File: src/rtl/sub_share_arbiter_if.sv
// rtl/sub_share_arbiter_if.sv - requester/response bundle for the shared subtract arbiter
interface sub_share_arbiter_if #(
    parameter int WIDTH = 4,
    parameter int NREQ  = 4
);
    localparam int IDW = $clog2(NREQ);

    logic [NREQ-1:0]       req_valid;
    logic [NREQ*WIDTH-1:0] req_a;
    logic [NREQ*WIDTH-1:0] req_b;
    logic [NREQ-1:0]       req_ready;
    logic                  rsp_valid;
    logic                  rsp_ready;
    logic [IDW-1:0]        rsp_id;
    logic [WIDTH-1:0]      rsp_diff;
    logic                  rsp_borrow;
    logic                  busy;
    logic [7:0]            op_count;

    // Client side: requesters plus the response consumer
    modport master (
        output req_valid, req_a, req_b, rsp_ready,
        input  req_ready, rsp_valid, rsp_id, rsp_diff, rsp_borrow, busy, op_count
    );

    // Arbiter side
    modport slave (
        input  req_valid, req_a, req_b, rsp_ready,
        output req_ready, rsp_valid, rsp_id, rsp_diff, rsp_borrow, busy, op_count
    );
endinterface

File: src/rtl/sub_share_arbiter.sv
// rtl/sub_share_arbiter.sv - round-robin sharing of one registered a-b datapath
module sub_share_arbiter #(
    parameter int WIDTH = 4,
    parameter int NREQ  = 4
) (
    input  logic              clk,
    input  logic              rst,
    sub_share_arbiter_if.slave bus
);
    localparam int IDW = $clog2(NREQ);
    localparam logic [IDW-1:0] LAST_ID = IDW'(NREQ - 1);

    typedef enum logic [1:0] {
        IDLE = 2'd0,
        CALC = 2'd1,
        RESP = 2'd2
    } state_t;

    state_t           state;
    state_t           state_nxt;

    logic [IDW-1:0]   rr_ptr;
    logic [IDW-1:0]   scan_idx;
    logic [IDW-1:0]   grant_idx;
    logic             grant_found;

    logic [WIDTH-1:0] sel_a;
    logic [WIDTH-1:0] sel_b;
    logic [WIDTH-1:0] a_q;
    logic [WIDTH-1:0] b_q;
    logic [IDW-1:0]   id_q;

    logic [WIDTH-1:0] diff_q;
    logic             borrow_q;
    logic [IDW-1:0]   rsp_id_q;
    logic [7:0]       op_count_q;

    logic [NREQ-1:0]  req_ready_c;
    logic             accept;
    logic             consume;

    // Rotating-priority scan: first valid requester at or after rr_ptr, wrapping
    always_comb begin
        grant_found = 1'b0;
        grant_idx   = '0;
        scan_idx    = '0;
        for (int i = 0; i < NREQ; i++) begin
            scan_idx = IDW'((int'(rr_ptr) + i) % NREQ);
            if (!grant_found && bus.req_valid[scan_idx]) begin
                grant_found = 1'b1;
                grant_idx   = scan_idx;
            end
        end
    end

    // Operand mux for the winning requester
    always_comb begin
        sel_a = bus.req_a[int'(grant_idx)*WIDTH +: WIDTH];
        sel_b = bus.req_b[int'(grant_idx)*WIDTH +: WIDTH];
    end

    // Sequencer state register
    always_ff @(posedge clk or posedge rst) begin
        if (rst) begin
            state <= IDLE;
        end else begin
            state <= state_nxt;
        end
    end

    // Sequencer next state and handshake strobes; accept only ever happens in IDLE
    always_comb begin
        state_nxt   = state;
        req_ready_c = '0;
        accept      = 1'b0;
        consume     = 1'b0;
        case (state)
            IDLE: begin
                if (grant_found) begin
                    accept                 = 1'b1;
                    req_ready_c[grant_idx] = 1'b1;
                    state_nxt              = CALC;
                end
            end
            CALC: begin
                state_nxt = RESP;
            end
            RESP: begin
                if (bus.rsp_ready) begin
                    consume   = 1'b1;
                    state_nxt = IDLE;
                end
            end
            default: begin
                state_nxt = IDLE;
            end
        endcase
    end

    // Round-robin pointer moves just past the requester that was accepted
    always_ff @(posedge clk or posedge rst) begin
        if (rst) begin
            rr_ptr <= '0;
        end else if (accept) begin
            rr_ptr <= (grant_idx == LAST_ID) ? '0 : grant_idx + 1'b1;
        end
    end

    // Capture operands on accept so the requester is free to move on
    always_ff @(posedge clk or posedge rst) begin
        if (rst) begin
            a_q  <= '0;
            b_q  <= '0;
            id_q <= '0;
        end else if (accept) begin
            a_q  <= sel_a;
            b_q  <= sel_b;
            id_q <= grant_idx;
        end
    end

    // Result registers load in CALC and stay put through RESP until consumed
    always_ff @(posedge clk or posedge rst) begin
        if (rst) begin
            diff_q   <= '0;
            borrow_q <= 1'b0;
            rsp_id_q <= '0;
        end else if (state == CALC) begin
            diff_q   <= a_q - b_q;
            borrow_q <= (a_q < b_q);
            rsp_id_q <= id_q;
        end
    end

    // Completed-response counter, free-running modulo 256
    always_ff @(posedge clk or posedge rst) begin
        if (rst) begin
            op_count_q <= '0;
        end else if (consume) begin
            op_count_q <= op_count_q + 8'd1;
        end
    end

    assign bus.req_ready  = req_ready_c;
    assign bus.rsp_valid  = (state == RESP);
    assign bus.rsp_id     = rsp_id_q;
    assign bus.rsp_diff   = diff_q;
    assign bus.rsp_borrow = borrow_q;
    assign bus.busy       = (state != IDLE);
    assign bus.op_count   = op_count_q;
endmodule

File: src/flat_wrapper.sv
// flat-port wrapper written by rule: the top's interface ports become plain ports
module sub_share_arbiter_flat 
#(
    parameter int WIDTH = 4,
    parameter int NREQ  = 4
)
  (clk, rst, bus_req_valid, bus_req_a, bus_req_b, bus_rsp_ready, bus_req_ready, bus_rsp_valid, bus_rsp_id, bus_rsp_diff, bus_rsp_borrow, bus_busy, bus_op_count);
  sub_share_arbiter_if #(.WIDTH(WIDTH), .NREQ(NREQ)) bus_i ();
  input  logic clk;
  input  logic rst;
  input wire logic [$bits(bus_i.req_valid)-1:0] bus_req_valid;
  input wire logic [$bits(bus_i.req_a)-1:0] bus_req_a;
  input wire logic [$bits(bus_i.req_b)-1:0] bus_req_b;
  input wire logic [$bits(bus_i.rsp_ready)-1:0] bus_rsp_ready;
  output wire logic [$bits(bus_i.req_ready)-1:0] bus_req_ready;
  output wire logic [$bits(bus_i.rsp_valid)-1:0] bus_rsp_valid;
  output wire logic [$bits(bus_i.rsp_id)-1:0] bus_rsp_id;
  output wire logic [$bits(bus_i.rsp_diff)-1:0] bus_rsp_diff;
  output wire logic [$bits(bus_i.rsp_borrow)-1:0] bus_rsp_borrow;
  output wire logic [$bits(bus_i.busy)-1:0] bus_busy;
  output wire logic [$bits(bus_i.op_count)-1:0] bus_op_count;
  assign bus_i.req_valid = bus_req_valid;
  assign bus_i.req_a = bus_req_a;
  assign bus_i.req_b = bus_req_b;
  assign bus_i.rsp_ready = bus_rsp_ready;
  assign bus_req_ready = bus_i.req_ready;
  assign bus_rsp_valid = bus_i.rsp_valid;
  assign bus_rsp_id = bus_i.rsp_id;
  assign bus_rsp_diff = bus_i.rsp_diff;
  assign bus_rsp_borrow = bus_i.rsp_borrow;
  assign bus_busy = bus_i.busy;
  assign bus_op_count = bus_i.op_count;
  sub_share_arbiter #(.WIDTH(WIDTH), .NREQ(NREQ)) u_core (.clk(clk), .rst(rst), .bus(bus_i));
endmodule
File: config.mk
export PLATFORM = sky130hd
export DESIGN_NAME = sub_share_arbiter_flat
export DESIGN_NICKNAME = d
export VERILOG_FILES = /design/src/rtl/sub_share_arbiter_if.sv /design/src/rtl/sub_share_arbiter.sv /design/src/flat_wrapper.sv
export SDC_FILE = /design/constraint.sdc
export NUM_CORES = 1
export LEC_CHECK = 0
export ABC_AREA = 1
export BUFFER_PORTS_ARGS = -buffer_cell sky130_fd_sc_hd__buf_2
export CAP_MARGIN = 20
export CORE_ASPECT_RATIO = 1.25
export CORE_MARGIN = 3
export CORE_UTILIZATION = 55
export CTS_CLUSTER_DIAMETER = 80
export DETAILED_ROUTE_END_ITERATION = 8
export GPL_TIMING_DRIVEN = 1
export PLACE_DENSITY = 0.95
export SLEW_MARGIN = 30
export SYNTH_ARGS = -nofsm -noshare
export SYNTH_HDL_FRONTEND = slang
export SYNTH_SLANG_ARGS = --single-unit
File: constraint.sdc
create_clock -name clk -period 4.45 [get_ports clk]
set_clock_uncertainty 0.1 [all_clocks]
set_input_delay 0.6675 -clock clk [delete_from_list [all_inputs] [get_ports clk]]
set_output_delay 0.6675 -clock clk [all_outputs]
set_load 0.01 [all_outputs]
Word level (Yosys, flattened, before mapping)
Cells that the tools add are included.
Widths: inputs -> output; s select.
- flip-flop bits (word level): 29
- bits of input ports: 39
- logic and storage cells: 67
- add/sub/neg operators: 6
- $lt $le $gt $ge: 7
- equality and inequality tests: 5
- shift-type cells: 2
- mux-type cells: 28
- reductions and logical operators: 10
- operator list (operator ; number):
    $shiftx 16x5->4 ; 2
    $lt 2x3->1 const B ; 5
    $mux 2 ; 7
    $mux 1 ; 13
    $add 8x1->8 const B ; 1
    $bmux 1 s2 ; 4
    $mux 4 ; 2
    $pmux 2 s3 ; 1
    $add 2x1->2 const B ; 2
    $add 2x2->2 const B ; 2
    $eq 2x2->1 const B ; 2
    $logic_and 1x1->1 ; 4
    $lt 4x4->1 ; 1
    $sub 4x4->4 ; 1
    $logic_not 1->1 ; 3
    $demux 1 s2 ; 1
    $eq 2x1->1 const B ; 1
    $ge 2x1->1 const B ; 1
    $logic_not 2->1 ; 1
    $ne 2x1->1 const B ; 1
    $ne 2x2->1 const B ; 1
    $reduce_and 2->1 ; 1
    $reduce_bool 2->1 ; 1

Longest topological paths before layout
- depth after elaboration: 18
- gate-level depth with buffers: 14

Least setup slack after synthesis
No wires, ideal clock.
- kind: input port to output port
- from: input port bus_req_valid[3]
- to: output port bus_req_ready[3]
- arrival time: 1.898 ns
- path slack: 1.784 ns
- stages on the path: 13
- buffers on the path: 1
- cells stage by stage: inv_1 > nand2_1 > nand3_1 > nand2_2 > nor2_2 > nand3_2 > nand2_4 > nand2_4 > buf_12 > inv_2 > ha_1 > inv_1 > nor2_1
- cells in the longest elaborated chain, start to end: 18
- elaborated cells between the ends (all ways): 29
- ends and longest elaborated chain (element ; RTL line ; RTL):
    start: declaration ; flat_wrapper.sv:11 ; input wire logic [$bits(bus_i.req_valid)-1:0] bus_req_valid;
    $bmux 1 s2 ; sub_share_arbiter.sv:49 ; if (!grant_found && bus.req_valid[scan_idx]) begin
    $mux 1 (implied by the code) ; sub_share_arbiter.sv:49 ;
    $mux 1 ; sub_share_arbiter.sv:49 ;
    $logic_not 1->1 ; sub_share_arbiter.sv:49 ;
    $logic_and 1x1->1 ; sub_share_arbiter.sv:49 ;
    $mux 1 ; sub_share_arbiter.sv:49 ;
    $logic_not 1->1 ; sub_share_arbiter.sv:49 ;
    $logic_and 1x1->1 ; sub_share_arbiter.sv:49 ;
    (+2 left out) ; -- ;
    $logic_and 1x1->1 ; sub_share_arbiter.sv:49 ;
    $mux 2 ; sub_share_arbiter.sv:49 ;
    $lt 2x3->1 (implied by the code) / $ge 2x1->1 (equally long branches) ; sub_share_arbiter.sv:81 ; req_ready_c[grant_idx] = 1'b1;
    $logic_and 1x1->1 (implied by the code) ; sub_share_arbiter.sv:81 ;
    $mux 1 (implied by the code) ; sub_share_arbiter.sv:81 ;
    $demux 1 s2 ; -- ;
    $mux 4 * ; sub_share_arbiter.sv:79 ; if (grant_found) begin
    $mux 4 * ; sub_share_arbiter.sv:77 ; case (state)
    end: declaration ; flat_wrapper.sv:15 ; output wire logic [$bits(bus_i.req_ready)-1:0] bus_req_ready;
Every way passes the cells marked *; elsewhere a longest branch is shown, timed or not. The select of a mux whose other input is x is not followed.

Final worst setup path
- from: register u_core.rr_ptr[0]
- to: output port bus_req_ready[3]
- cells in the longest elaborated chain, start to end: 18
- elaborated cells between the ends (all ways): 32
- ends and longest elaborated chain (element ; RTL line ; RTL):
    start: declaration ; sub_share_arbiter.sv:22 ; logic [IDW-1:0] rr_ptr;
    start signal: assignment ; sub_share_arbiter.sv:105 ; rr_ptr <= (grant_idx == LAST_ID) ? '0 : grant_idx + 1'b1;
    parallel branches: the longest is 16 deep, another holds $lt 2x3->1 ; -- ;
    $mux 4 * ; sub_share_arbiter.sv:79 ;
    $mux 4 * ; sub_share_arbiter.sv:77 ;
Every way passes the cells marked *. The select of a mux whose other input is x is not followed.

==> out/results.txt <==
Post-CTS Repair Setup Buffers: 0
top_reg_cell synth: dfrtp_1
Synth area leaders: dfrtp_1, nand2_1, nand3_1
row cnt: 23
port bufs: 59
Setup Crit Path Kind: register to primary output
Final Util: 70.5%
dpl hpwl: 3.31 mm
worst stage delay on the critical path: 0.63 ns
combinational power share: 63.6%
cell taking the most area after synthesis: dfrtp_1
Die H: 73.2 µm
drt total wl: 4.19 mm
critical path's top delay family: simple AND/OR/NAND/NOR gates
total global-route track usage: 21.6%
Setup Viol. Count Final: 0
Post-Synth Adder-Cell Area: 4.78%
critical path arrival: 2.65 ns
unrepaired setup endpoints after global routing: no
register share of total power: 25.6%
Int Pwr: 917 µW
die area: 0.00438 mm²
I/O Pins: 60
FMAX: 293 MHz
core area: 0.00334 mm²
Root Driver: clkbuf_8
Yosys cell types: 27
# hold bufs at CTS: 0
Total Neg Setup Slack: 0 ns
share of Yosys cell area claimed by the top area cell type: 36.5%
crit path capture type: primary output
area overhead of the layout relative to synthesis: 18.3%
Worst Hold Class: primary input to async pin
Max-Slew Margin vs Limit: 61.5%
drc violations: 0
# Max-Cap Violations: 0
IR drop worst, VDD: 0.737 mV
Design Power: 1.87 mW
register area share after synthesis: 36.5%
Synth Area in Compound Gates: 4.22%
Net Switching: 955 µW
Pleak: 1.36 nW
Final Critical Period: 3.41 ns
Post-synth top cells: nand2_1, nand3_1, inv_1
cell area after synthesis: 0.00199 mm²
critical path, cell by cell: inv_2, nand2_1, nand2_1, nand2_2, nand2_2, a21oi_2, nand2_2, nand2_4, inv_2, ha_1, inv_1, nor2_1, buf_2
number of global-route vias before repair: 1811
post-synthesis mux area share: 0%
Pre-antenna DRT Iters: 4
Synth Area in XOR/XNOR: 3.08%
Antenna Violating Nets Remaining: 0
# diodes: 0
Mapped Cells: 277
most frequent cell after synthesis: nand2_1
crit share post-route: 76.7%
nets: 382
Synth Area in Simple Gates: 40.8%
clk buf depth: 2
Num CTS Buffers: 5
Worst Path Required: 3.68 ns
CP Max Fanout: 18
vias: 1924
slowest library cell on the worst path: dfrtp_1
status: finished, final reports clean
first-pass GRT wire length: 7.36 mm
CTS H-Tree Depth: 2
Net Sw Frac: 51.0%
grt total ovfl: 0
FFs w/ async S/R, synth: 100%
Post-synth EDFFs: 0
Final Max Slew Viols: 0
Buf/Inv on CP: 4
Starting Density: 59.6%
CTS tree: yes
Die X: 59.8 µm
synth warn: 0
Placement Setup Slack: 1.37 ns
WL/cell: 11.2 µm
startpoint types: register
CP most frequent cell: nand2_2
P per Cell Area: 796 mW/mm²
Post-Syn Nets: 323
CTS Sinks: 29
Least-Margin Pin Slew: 0.576 ns
clock-pin slew on the worst setup and hold paths: 0.06 ns
DP Cell Count: 366
clock power share: 10.7%
initial antenna violation count: 0
final std cells w/o fill: 374
synthesized flop and latch total: 29
pin count of the biggest net entering global routing: 30
Mapped Avg Cell Area: 7.18 µm²
CTS-repair resized insts: 0
Iter 0 DRT Violations: 70
vias per inst: 5.14
worst skew pair latency: 0.28 ns
largest family of logic cells by synthesized area: simple AND/OR/NAND/NOR gates
fin worst setup slack: 1.04 ns
share of cells above drive strength 1: 27.9%
RePlAce Congestion: 0.970
Fin. Hold Viols: 0
-- metal layers --
layer,track usage [%],up-vias,share of wire (%)
li1,-,984,-
met1,25.5,860,41
met2,38.6,78,51
met3,3.72,2,6.9
met4,6.90,0,0.55
met5,0,-,0
-- power groups by stage --
stage | clock network (mW) | logic, mW | registers [mW]
after floorplan | 0 | 0.979 | 0.481
after global placement | 0 | 1.15 | 0.475
after detailed placement | 0 | 1.18 | 0.483
after CTS | 0.207 | 1.20 | 0.479
after global routing | 0.217 | 1.37 | 0.498
final | 0.201 | 1.19 | 0.480
-- flip-flops by register name (all words and copies together) (netlist names) --
register               flops
u_core.bus.op_count        8
u_core.a_q                 4
u_core.b_q                 4
u_core.bus.rsp_diff        4
u_core.bus.rsp_id          2
u_core.id_q                2
u_core.rr_ptr              2
u_core.state               2
u_core.bus.rsp_borrow      1
-- cell type report --
cell class,instances,area (µm²)
multi-input cells,201,1050
flip-flops and latches,29,726
clock buffers,8,80.1
well taps,37,46.3
fillers,291,986
inverters,39,146
repair buffers,60,303
-- cell families after synthesis --
group,count (synthesis)
buf+inv,47
fa+ha+maj,7
xor+xnor,7
flops,29
compound gates,16
simple gates,171
-- through the flow --
stage	instance area (µm²)	hold slack [ns]
2_1_floorplan	1990	0.365
3_3_place_gp	2270	0.353
3_5_place_dp	2270	0.368
4_1_cts	2350	0.356
5_1_grt	2350	0.381
6_report	2350	0.346
-- path summary, 6_finish.rpt --
kind / startpoint / endpoint / slack, ns / depth (start not counted)
max: u_core.rr_ptr[0]$_DFFE_PP0P_ / bus_req_ready[3] / 1.04 / 13
min: rst / u_core.b_q[3]$_DFFE_PP0P_ / 0.35 / 2
max reg2reg: u_core.rr_ptr[0]$_DFFE_PP0P_ / u_core.rr_ptr[1]$_DFFE_PP0P_ / 1.88 / 12
min reg2reg: u_core.bus.rsp_diff[1]$_DFFE_PP0N_ / u_core.bus.rsp_diff[1]$_DFFE_PP0N_ / 0.38 / 2
max in group asynchronous: rst / u_core.b_q[2]$_DFFE_PP0P_ / 3.52 / 2
min in group clk: u_core.bus.rsp_diff[1]$_DFFE_PP0N_ / u_core.bus.rsp_diff[1]$_DFFE_PP0N_ / 0.38 / 2
-- cells in the final DEF, fill, tap and decap left out, types with 5 or more instances in the layout --
master	synthesis	routed
buf_2	3	59
clkbuf_8	0	5
dfrtp_1	29	29
ha_1	6	6
inv_1	36	35
nand2_1	81	81
nand2_2	16	16
nand3_1	42	42
nand3b_1	8	8
nor2_1	13	13
o21ai_0	9	9
xnor2_1	5	5
Note: power is estimated with default switching activity, not from simulation.
